### config.mk
export PLATFORM = sky130hd
export DESIGN_NAME = logit_bisect_unit
export DESIGN_NICKNAME = d
export VERILOG_FILES = /design/src/rtl/logit_pkg.sv /design/src/rtl/sigmoid_unit.sv /design/src/rtl/logit_bisect_unit.sv
export SDC_FILE = /design/constraint.sdc
export NUM_CORES = 1
export LEC_CHECK = 0
export CAP_MARGIN = 20
export CORE_MARGIN = 5
export CORE_UTILIZATION = 25
export CTS_BUF_LIST = sky130_fd_sc_hd__clkbuf_16
export DETAILED_ROUTE_END_ITERATION = 10
export PLACE_DENSITY_LB_ADDON = 0.15
export SETUP_SLACK_MARGIN = 0.3
export SLEW_MARGIN = 20
export SYNTH_ARGS = -nofsm -noshare
export SYNTH_HDL_FRONTEND = slang
export SYNTH_HIERARCHICAL = 1
export SYNTH_SLANG_ARGS = --single-unit
### constraint.sdc
create_clock -name clk -period 7.55 [get_ports clk]
set_input_delay 1.51 -clock clk [delete_from_list [all_inputs] [get_ports clk]]
set_output_delay 1.51 -clock clk [all_outputs]
set_load 0.1 [all_outputs]
### src/rtl/logit_pkg.sv
// -----------------------------------------------------------------------------
// logit_pkg
// Shared constants and types for the logit (inverse sigmoid) bisection unit.
//   N_DEF / R_DEF : default total width and fractional bits of Q(N,R) codes
//   lo_code/hi_code : bounds of the x search range, -(8<<R) .. (8<<R)-1
//   iter_count / ITER : bisection steps needed to cover 2^(R+4) codes
//   state_t       : controller states
// -----------------------------------------------------------------------------
package logit_pkg;

    localparam int N_DEF = 16;
    localparam int R_DEF = 6;

    function automatic int lo_code(input int r);
        return -(8 << r);
    endfunction

    function automatic int hi_code(input int r);
        return (8 << r) - 1;
    endfunction

    // Range spans 16<<R = 2^(R+4) codes; each step halves it.
    function automatic int unsigned iter_count(input int r);
        return int'(r) + 4;
    endfunction

    localparam int unsigned ITER = iter_count(R_DEF);

    typedef enum logic [1:0] {
        IDLE   = 2'd0,
        SEARCH = 2'd1,
        DONE   = 2'd2
    } state_t;

endpackage

### src/rtl/sigmoid_unit.sv
// -----------------------------------------------------------------------------
// sigmoid_unit
// Combinational piecewise-linear sigmoid in Q(N,R), monotonic non-decreasing.
// For a = |x| (in real units):
//   a >= 5      : 1
//   a >= 2.375  : a/32 + 0.84375
//   a >= 1      : a/8  + 0.625
//   otherwise   : a/4  + 0.5
// Negative x mirrors as 1 - f(|x|).
// Ports:
//   i_x : signed Q(N,R) argument
//   o_y : signed Q(N,R) result, 0 .. 2^R
// -----------------------------------------------------------------------------
module sigmoid_unit #(
    parameter int N = 16,
    parameter int R = 6
) (
    input  logic signed [N-1:0] i_x,
    output logic signed [N-1:0] o_y
);

    localparam logic [N-1:0] ONE = N'(1 << R);
    localparam logic [N-1:0] B1  = N'(1 << R);
    localparam logic [N-1:0] B2  = N'((19 << R) >> 3);
    localparam logic [N-1:0] B3  = N'(5 << R);
    localparam logic [N-1:0] C0  = N'(1 << (R - 1));
    localparam logic [N-1:0] C1  = N'((5 << R) >> 3);
    localparam logic [N-1:0] C2  = N'((27 << R) >> 5);

    logic [N-1:0] w_abs;
    logic [N-1:0] w_pos;

    always_comb begin
        w_abs = i_x[N-1] ? (~i_x + N'(1)) : i_x;
        if (w_abs >= B3) begin
            w_pos = ONE;
        end else if (w_abs >= B2) begin
            w_pos = (w_abs >> 5) + C2;
        end else if (w_abs >= B1) begin
            w_pos = (w_abs >> 3) + C1;
        end else begin
            w_pos = (w_abs >> 2) + C0;
        end
        o_y = i_x[N-1] ? (ONE - w_pos) : w_pos;
    end

endmodule

### src/rtl/logit_bisect_unit.sv
// -----------------------------------------------------------------------------
// logit_bisect_unit
// Inverse sigmoid by bisection: returns the largest x in [LO,HI] whose
// sigmoid_unit(x) <= y, or LO if none. One sigmoid evaluation per cycle,
// ITER = R+4 search cycles per request.
// Configuration macro: LOGIT_BYPASS_EN
//   defined   : y < 0 answers LO and y >= 1.0 answers HI in the cycle after
//               acceptance, skipping the search.
//   undefined : every request runs the full search (same results).
// Ports:
//   clk, rst           : clock, asynchronous active-high reset
//   in_valid/in_ready  : request handshake, in_y = target sigmoid value
//   out_valid/out_ready: result handshake, out_x held until accepted
// -----------------------------------------------------------------------------
module logit_bisect_unit
    import logit_pkg::*;
#(
    parameter int N = N_DEF,
    parameter int R = R_DEF
) (
    input  logic                clk,
    input  logic                rst,
    input  logic                in_valid,
    output logic                in_ready,
    input  logic signed [N-1:0] in_y,
    output logic                out_valid,
    input  logic                out_ready,
    output logic signed [N-1:0] out_x
);

    localparam int unsigned ITER_L = iter_count(R);
    localparam int unsigned CW     = $clog2(ITER_L + 1);
    localparam logic signed [N-1:0] LO  = N'(lo_code(R));
    localparam logic signed [N-1:0] HI  = N'(hi_code(R));
    localparam logic signed [N-1:0] ONE = N'(1 << R);

    state_t r_state;
    state_t w_state_nxt;

    logic signed [N-1:0] r_y;
    logic signed [N-1:0] r_lo;
    logic signed [N-1:0] r_hi;
    logic signed [N-1:0] r_x;
    logic [CW-1:0]       r_cnt;

    logic signed [N:0]   w_sum;
    logic signed [N-1:0] w_mid;
    logic signed [N-1:0] w_sig;
    logic                w_le;
    logic signed [N-1:0] w_lo_nxt;
    logic signed [N-1:0] w_hi_nxt;
    logic                w_accept;
    logic                w_last;
    logic                w_byp;
    logic signed [N-1:0] w_byp_x;

`ifdef LOGIT_BYPASS_EN
    assign w_byp   = (in_y < 0) || (in_y >= ONE);
    assign w_byp_x = in_y[N-1] ? LO : HI;
`else
    assign w_byp   = 1'b0;
    assign w_byp_x = LO;
`endif

    sigmoid_unit #(.N(N), .R(R)) u_sigmoid (
        .i_x (w_mid),
        .o_y (w_sig)
    );

    // Upper-biased midpoint in N+1 bits so lo+hi+1 cannot wrap.
    always_comb begin
        w_sum    = {r_lo[N-1], r_lo} + {r_hi[N-1], r_hi} + (N+1)'(1);
        w_mid    = N'(w_sum >>> 1);
        w_le     = (w_sig <= r_y);
        w_lo_nxt = w_le ? w_mid : r_lo;
        w_hi_nxt = w_le ? r_hi : (w_mid - N'(1));
    end

    always_comb begin
        w_state_nxt = r_state;
        in_ready    = 1'b0;
        out_valid   = 1'b0;
        w_accept    = 1'b0;
        w_last      = (r_cnt == CW'(ITER_L - 1));
        case (r_state)
            IDLE: begin
                in_ready = 1'b1;
                if (in_valid) begin
                    w_accept    = 1'b1;
                    w_state_nxt = w_byp ? DONE : SEARCH;
                end
            end
            SEARCH: begin
                if (w_last) begin
                    w_state_nxt = DONE;
                end
            end
            DONE: begin
                out_valid = 1'b1;
                if (out_ready) begin
                    w_state_nxt = IDLE;
                end
            end
            default: w_state_nxt = IDLE;
        endcase
    end

    always_ff @(posedge clk or posedge rst) begin
        if (rst) begin
            r_state <= IDLE;
        end else begin
            r_state <= w_state_nxt;
        end
    end

    always_ff @(posedge clk or posedge rst) begin
        if (rst) begin
            r_y   <= '0;
            r_lo  <= '0;
            r_hi  <= '0;
            r_x   <= '0;
            r_cnt <= '0;
        end else if (w_accept) begin
            r_y   <= in_y;
            r_lo  <= LO;
            r_hi  <= HI;
            r_cnt <= '0;
            if (w_byp) begin
                r_x <= w_byp_x;
            end
        end else if (r_state == SEARCH) begin
            r_lo  <= w_lo_nxt;
            r_hi  <= w_hi_nxt;
            r_cnt <= r_cnt + CW'(1);
            if (w_last) begin
                r_x <= w_lo_nxt;
            end
        end
    end

    assign out_x = r_x;

endmodule

# == Word-level counts from Yosys, hierarchy flattened ==
# Cells that the tools add are included.
# totals
ff_bits,70
out_inout_bits,18
word_cells,54
# classes
addsub,9
order_cmp,4
eq_ne,7
n_mux,21
n_bitwise,2
reduce_logical,5
# ops
cell,n
$mux W16,11
$add A16 B16 Y17,1
$add A17 B1 Y17 const B,1
$add A16 B2 Y16 const B,1
$ge A16 B7 Y1 const B,1
$ge A16 B8 Y1 const B,1
$ge A16 B9 Y1 const B,1
$le A16 B16 Y1,1
$not A16 Y16,1
$sub A16 B2 Y16 const B,1
$sub A7 B16 Y16 const A,1
$add A14 B6 Y15 const B,1
$add A13 B6 Y14 const B,1
$add A11 B6 Y12 const B,1
$mux W4,2
$mux W2,3
$ne A2 B2 Y1 const B,3
$pmux W2 S3,1
$reduce_and A3 Y1,2
$add A4 B1 Y4 const B,1
$eq A4 B4 Y1 const B,1
$mux W1,4
$eq A2 B1 Y1 const B,1
$eq A2 B2 Y1 const B,1
5 further kinds,5

# == Logic depth before layout (Yosys ltp) ==
# logic_depth
ltp_word,15
depth_mapped,36
depth_no_buf,31

# == By module ==
# The synthesis kept the hierarchy.
# by_module_without_submodules
module,n_inst,cells_each,area_per_inst_um2,seq_area_each_um2
logit_bisect_unit,1,483,4425.5,1751.7
sigmoid_unit,1,171,1261.2,0.0

# == Worst setup path after synthesis ==
# No wires, ideal clock.
# synth_timing
kind,reg-to-reg
from,register r_lo[0]
to,register r_lo[14]
arrival_ns,7.504
t_required_ns,7.424
path_slack_ns,-0.080
stages_incl_launch_ff,33
path_buffers,5
period_less_slack_ns,7.630
path_cell_list,dfrtp_1 -> or2_2 -> fa_1 -> a21oi_2 -> o22ai_2 -> o21a_4 -> o41ai_4 -> a21oi_1 -> o22ai_1 -> buf_6 -> clkbuf_1 -> o21ai_0 -> xor2_1 -> inv_1 -> ha_1 -> a21o_2 -> or2_0 -> buf_6 -> a2111oi_4 -> a31o_4 -> nor3_2 -> or4_4 -> a21boi_1 -> ha_1 -> a21o_1 -> a21o_1 -> a21oi_1 -> o221ai_1 -> or3_1 -> and3b_1 -> buf_2 -> buf_1 -> o32a_1
# synth_between
elab_chain_cells,15
# synth_rtl
element,line_no,rtl
start: declaration,logit_bisect_unit.sv:41,logic signed [N-1:0] r_lo;
start signal: assignment,logit_bisect_unit.sv:132,r_lo <= w_lo_nxt;
$add A16 B16 Y17 *,logit_bisect_unit.sv:72,"w_sum = {r_lo[N-1], r_lo} + {r_hi[N-1], r_hi} + (N+1)'(1);"
$add A17 B1 Y17 *,logit_bisect_unit.sv:72,
via w_sum[16],logit_bisect_unit.sv:46,logic signed [N:0] w_sum;
$not A16 Y16,sigmoid_unit.sv:34,w_abs = i_x[N-1] ? (~i_x + N'(1)) : i_x;
$add A16 B2 Y16,sigmoid_unit.sv:34,
$mux W16,sigmoid_unit.sv:34,
$ge A16 B7 Y1,sigmoid_unit.sv:39,end else if (w_abs >= B1) begin
$mux W16,sigmoid_unit.sv:39,
$mux W16,sigmoid_unit.sv:37,end else if (w_abs >= B2) begin
$mux W16,sigmoid_unit.sv:35,if (w_abs >= B3) begin
$sub A7 B16 Y16,sigmoid_unit.sv:44,o_y = i_x[N-1] ? (ONE - w_pos) : w_pos;
$mux W16 *,sigmoid_unit.sv:44,
via w_sig[0],logit_bisect_unit.sv:48,logic signed [N-1:0] w_sig;
$le A16 B16 Y1 *,logit_bisect_unit.sv:74,w_le = (w_sig <= r_y);
$mux W16 *,logit_bisect_unit.sv:75,w_lo_nxt = w_le ? w_mid : r_lo;
$mux W16 *,logit_bisect_unit.sv:131,end else if (r_state == SEARCH) begin
$mux W16 *,logit_bisect_unit.sv:123,end else if (w_accept) begin
# The timed path passes the listed nets; every way through them passes the cells marked *. The select of a mux whose other input is x is not followed.
# A chain may end at the register's enable or synchronous reset.

# == Final worst setup path ==
# layout_timing
from,register r_hi[0]
to,register r_x[8] (netlist: out_x[8])
# layout_between
elab_chain_cells,13
# layout_rtl
element,line_no,rtl
start: declaration,logit_bisect_unit.sv:42,logic signed [N-1:0] r_hi;
start signal: assignment,logit_bisect_unit.sv:133,r_hi <= w_hi_nxt;
$add A16 B16 Y17 *,logit_bisect_unit.sv:72,
$add A17 B1 Y17 *,logit_bisect_unit.sv:72,
via w_sum[16],logit_bisect_unit.sv:46,
$not A16 Y16,sigmoid_unit.sv:34,
$add A16 B2 Y16,sigmoid_unit.sv:34,
$mux W16,sigmoid_unit.sv:34,
$ge A16 B7 Y1,sigmoid_unit.sv:39,
$mux W16,sigmoid_unit.sv:39,
$mux W16,sigmoid_unit.sv:37,
$mux W16,sigmoid_unit.sv:35,
$sub A7 B16 Y16,sigmoid_unit.sv:44,
$mux W16 *,sigmoid_unit.sv:44,
via w_sig[9],logit_bisect_unit.sv:48,
$le A16 B16 Y1 *,logit_bisect_unit.sv:74,
$mux W16 *,logit_bisect_unit.sv:75,
end signal: assignment,logit_bisect_unit.sv:129,r_x <= w_byp_x;
end signal: assignment,logit_bisect_unit.sv:136,r_x <= w_lo_nxt;
end: declaration,logit_bisect_unit.sv:43,logic signed [N-1:0] r_x;
# The timed path passes the listed nets; every way through them passes the cells marked *.

==> results.md <==
- The number of nets handed over by synthesis was approximately 720.
- The run finished with clean final reports.
- The number of hold-slack violations in the final timing report is 0.
- Of the cells placed in the final design, the portion with a size suffix greater than 1 is 0.225.
- The first-pass GRT wire length is 28.1 mm.
- The number of global-route vias before repair was 4,981.
- The Yosys step of the flow raised 6 warnings.
- The launch point of the worst path is r_hi[0].
- The global-route usage over all layers is 0.134.
- The total of max-cap violations is 0.
- In the final timing run, aggregate negative setup slack is 0 ns.
- The first routing iteration left 285 violations.
- The initial core utilization is 0.253.
- The fraction of synthesized area in multiplexers is 0.0392.
- The total half-perimeter wirelength after legalization and detailed placement is 13.0 mm.
- For this run, design rule violations remaining after detail routing come to 0.
- The critical path is of the reg -> reg type.
- In this run the most critical hold path is launched from out_x[9].
- The port buffer count is 37.
- Excluding fillers, the count of instances in the completed layout stands at 1,023.
- 0 antenna diodes ended up in the layout.
- The proportion of synthesized chip area in sequential cells is 0.308.
- The buffer cell driving the clock tree root is sky130_fd_sc_hd__clkbuf_16.
- In this run the core area contains 55 standard-cell rows.
- STA classifies the critical path endpoint as a flop.
- The synthesized design contains 70 register bits.
- The top achievable clock speed is 141 MHz.
- In this run the worst path has a maximum fanout of 6.
- Of the total synthesized cell area, the portion taken by full adders, half adders and majority gates is 0.0981.
- The slew at the pin with the worst max-slew slack is 1.00 ns.
- The number of nets in the layout is 798.
- The top cell type's share of synthesized area is 0.308.
- In this design, the stage delay of the slowest critical-path cell is 0.46 ns.
- The tightest slew margin relative to the limit is 0.329.
- The initial antenna violation count is 0.
- In this run the remaining antenna-violating nets after routing total 0.
- In the layout the commonest cells are sky130_fd_sc_hd__nand2_1, sky130_fd_sc_hd__dfrtp_1, sky130_fd_sc_hd__o21ai_0, sky130_fd_sc_hd__buf_4, sky130_fd_sc_hd__ha_1.
- The floorplan step defined a core boundary enclosing 22,500 µm².
- The async set-reset flop share out of synthesis is 1.00.
- The number of failing setup endpoints in the final timing report is 0.
- The number of placed I/O pins is 38.
- For the worst setup path, the data arrival time is 7.28 ns.
- Of the total synthesized cell area, the portion taken by AND, OR, NAND and NOR gates is 0.218.
- The via count is 5,136.
- The synthesized instance count is 654.
- The die covers roughly 26,000 µm².
- The max-slew violation count was 0.
- Summed over all layers, the global routing overflow is 0.
- STA puts the critical path data required time at 7.72 ns.
- The maximum buffer depth of the clock tree is 2.
- The H-tree generated during clock tree synthesis spans 3 levels.
- The number of hold buffers added after CTS was 0.
- The most frequent standard cell in the layout excluding fill and tap cells is sky130_fd_sc_hd__nand2_1.
- The wire length per cell after detailed routing is 17.3 µm.
- The tree built by TritonCTS fans out to 70 sinks.
- Subtracting the final worst setup slack from the clock period gives 7.11 ns.
- On the critical path, the stage with the largest delay is an instance of sky130_fd_sc_hd__or4_4.
- The number of detailed-route iterations in the first pass is 5.
- The count of flip-flops with a built-in enable after synthesis is 0.
- The height of the chip is ~160 µm.
- Of all cell types, the one taking the most synthesized area is sky130_fd_sc_hd__dfrtp_1.
- Hold is met by 0.485 ns.
- The startpoint identified for the worst register-to-register timing path is r_hi[0].
- The die width is 161 µm.
- From synthesis to final layout, the design area changed by 29.8%.
- In this run the worst hold path is classified as reg -> reg.
- The clock reaches the later pin of the worst-skew pair after ~0.34 ns.
- A synthesized cell averages 8.70 µm².
- The clock transition time at the flip-flop clock pins of the worst setup and hold paths is 0.07 ns.
- The most used flip-flop cell after synthesis is sky130_fd_sc_hd__dfrtp_1.
- After detailed placement, the design holds a cell count of 985.
- Setup repair after global routing could not meet its margin everywhere.
- Of the total synthesized cell area, the portion taken by XOR and XNOR cells is 0.0609.
- Ranked by total cell area, the synthesized netlist is headed by sky130_fd_sc_hd__dfrtp_1, sky130_fd_sc_hd__ha_1, sky130_fd_sc_hd__o21ai_0.
- The detailed-route vias per instance is 5.02.
- Clock tree synthesis inserted a total of 9 buffers.
- For this block, the routed nets add up to 17.7 mm of wire.
- For the final database, setup skew stands at 0.00750 ns.
- The post-synthesis instance area is 5690 µm².
- The weighted congestion reported at the end of routability-driven placement is 0.855.
- The share of the core filled with cells in the final layout is 0.328.
- The final critical-path share of the clock period is 0.942.
- TritonCTS built the clock tree.
- The count of different cell masters after synthesis is ~90.
- The main combinational cell family by area after synthesis is compound AO/OA/AOI/OAI gates.
- The pin count of the biggest net entering global routing is about 70.
- The sort of element at the start of the critical path is a flop.
- The compound-gate portion of the synthesized area came to 0.222.
metal layers:
metal / wire [µm] / global-route usage / up-vias / share of wire
li1: - / - / 2542 / -
met1: 8520 / 0.184 / 2484 / 0.48
met2: 8510 / 0.221 / 96 / 0.48
met3: 473 / 0.0205 / 14 / 0.027
met4: 192 / 0.0318 / 0 / 0.011
met5: 0 / 0 / - / 0
critical path, delay by kind of cell (launching register included):
| kind | cells | cell delay, ns |
|---|---|---|
| buffers and inverters | 3 | 0.40 |
| XOR/XNOR | 1 | 0.24 |
| AO/OA/AOI/OAI | 16 | 3.17 |
| AND/OR/NAND/NOR | 6 | 1.67 |
| multiplexers | 1 | 0.19 |
| flip-flops | 1 | 0.40 |
| adder cells (fa/ha/maj) | 3 | 0.85 |
area by class of cell:
| cell class | instances | area [µm²] |
|---|---|---|
| Tap cell | 285 | 357 |
| Timing Repair Buffer | 99 | 916 |
| Inverter | 40 | 150 |
| Clock inverter | 6 | 38.8 |
| Clock buffer | 9 | 225 |
| Fill cell | 2346 | 15100 |
| Sequential cell | 70 | 1750 |
| Multi-Input combinational cell | 514 | 3940 |
synth_stat cells, types with 5 or more instances:
master and count:
sky130_fd_sc_hd__nor3_1 13, sky130_fd_sc_hd__clkbuf_1 20, sky130_fd_sc_hd__o211ai_1 10, sky130_fd_sc_hd__xnor2_1 20
sky130_fd_sc_hd__nor2_1 26, sky130_fd_sc_hd__nand4_1 7, sky130_fd_sc_hd__ha_1 43, sky130_fd_sc_hd__buf_6 5
sky130_fd_sc_hd__dfrtp_1 70, sky130_fd_sc_hd__nand2b_1 7, sky130_fd_sc_hd__or3_1 10, sky130_fd_sc_hd__xor2_1 14
sky130_fd_sc_hd__nor2b_1 8, sky130_fd_sc_hd__a21oi_1 18, sky130_fd_sc_hd__o21ai_0 77, sky130_fd_sc_hd__a21o_1 7
sky130_fd_sc_hd__nand2_1 72, sky130_fd_sc_hd__nor4_1 5, sky130_fd_sc_hd__a211oi_1 5, sky130_fd_sc_hd__mux2i_1 20
sky130_fd_sc_hd__and3_1 8, sky130_fd_sc_hd__inv_1 39, sky130_fd_sc_hd__nand3_1 32
metrics by stage:
step / setup WS [ns] / instance area [µm²]
after floorplan: 0.314 / 5710
after global placement: 0.0211 / 6580
after detailed placement: -0.0176 / 6580
after CTS: 0.326 / 6920
after global routing: 0.206 / 7380
final: 0.441 / 7380
flip-flops by register name, indices dropped and copies added, names as in the netlist:
register	flops
r_state	2
r_hi	16
r_cnt	4
r_lo	16
out_x	16
r_y	16
worst paths after layout:
| path | end | slack [ns] | cells after the start |
|---|---|---|---|
| setup / recovery | out_x[8] | 0.44 | 30 |
| hold / removal | out_x[9] | 0.48 | 2 |
| setup reg to reg | out_x[8] | 0.44 | 30 |
| hold reg to reg | out_x[9] | 0.48 | 2 |
| max in group asynchronous | r_hi[11] | 5.15 | 3 |
| min in group asynchronous | r_state[0] | 1.76 | 3 |
what timing repair did:
item | CTS | global route
resized for setup | 13 | 63
buffers inserted | 4 | 17
endpoints found under the hold margin | 0 | 0
gates cloned | 0 | 2
endpoints found under the setup margin | 48 | 48
pin swaps | 5 | 19
cell families after synthesis:
| family | Yosys count |
|---|---|
| fa+ha+maj | 44 |
| compound gates | 180 |
| mux | 22 |
| xor+xnor | 37 |
| buf+inv | 70 |
| flops | 70 |
| simple gates | 231 |
Power is not shown: default switching activity piles up to over one toggle a cycle in this logic, so the estimate is an artifact.
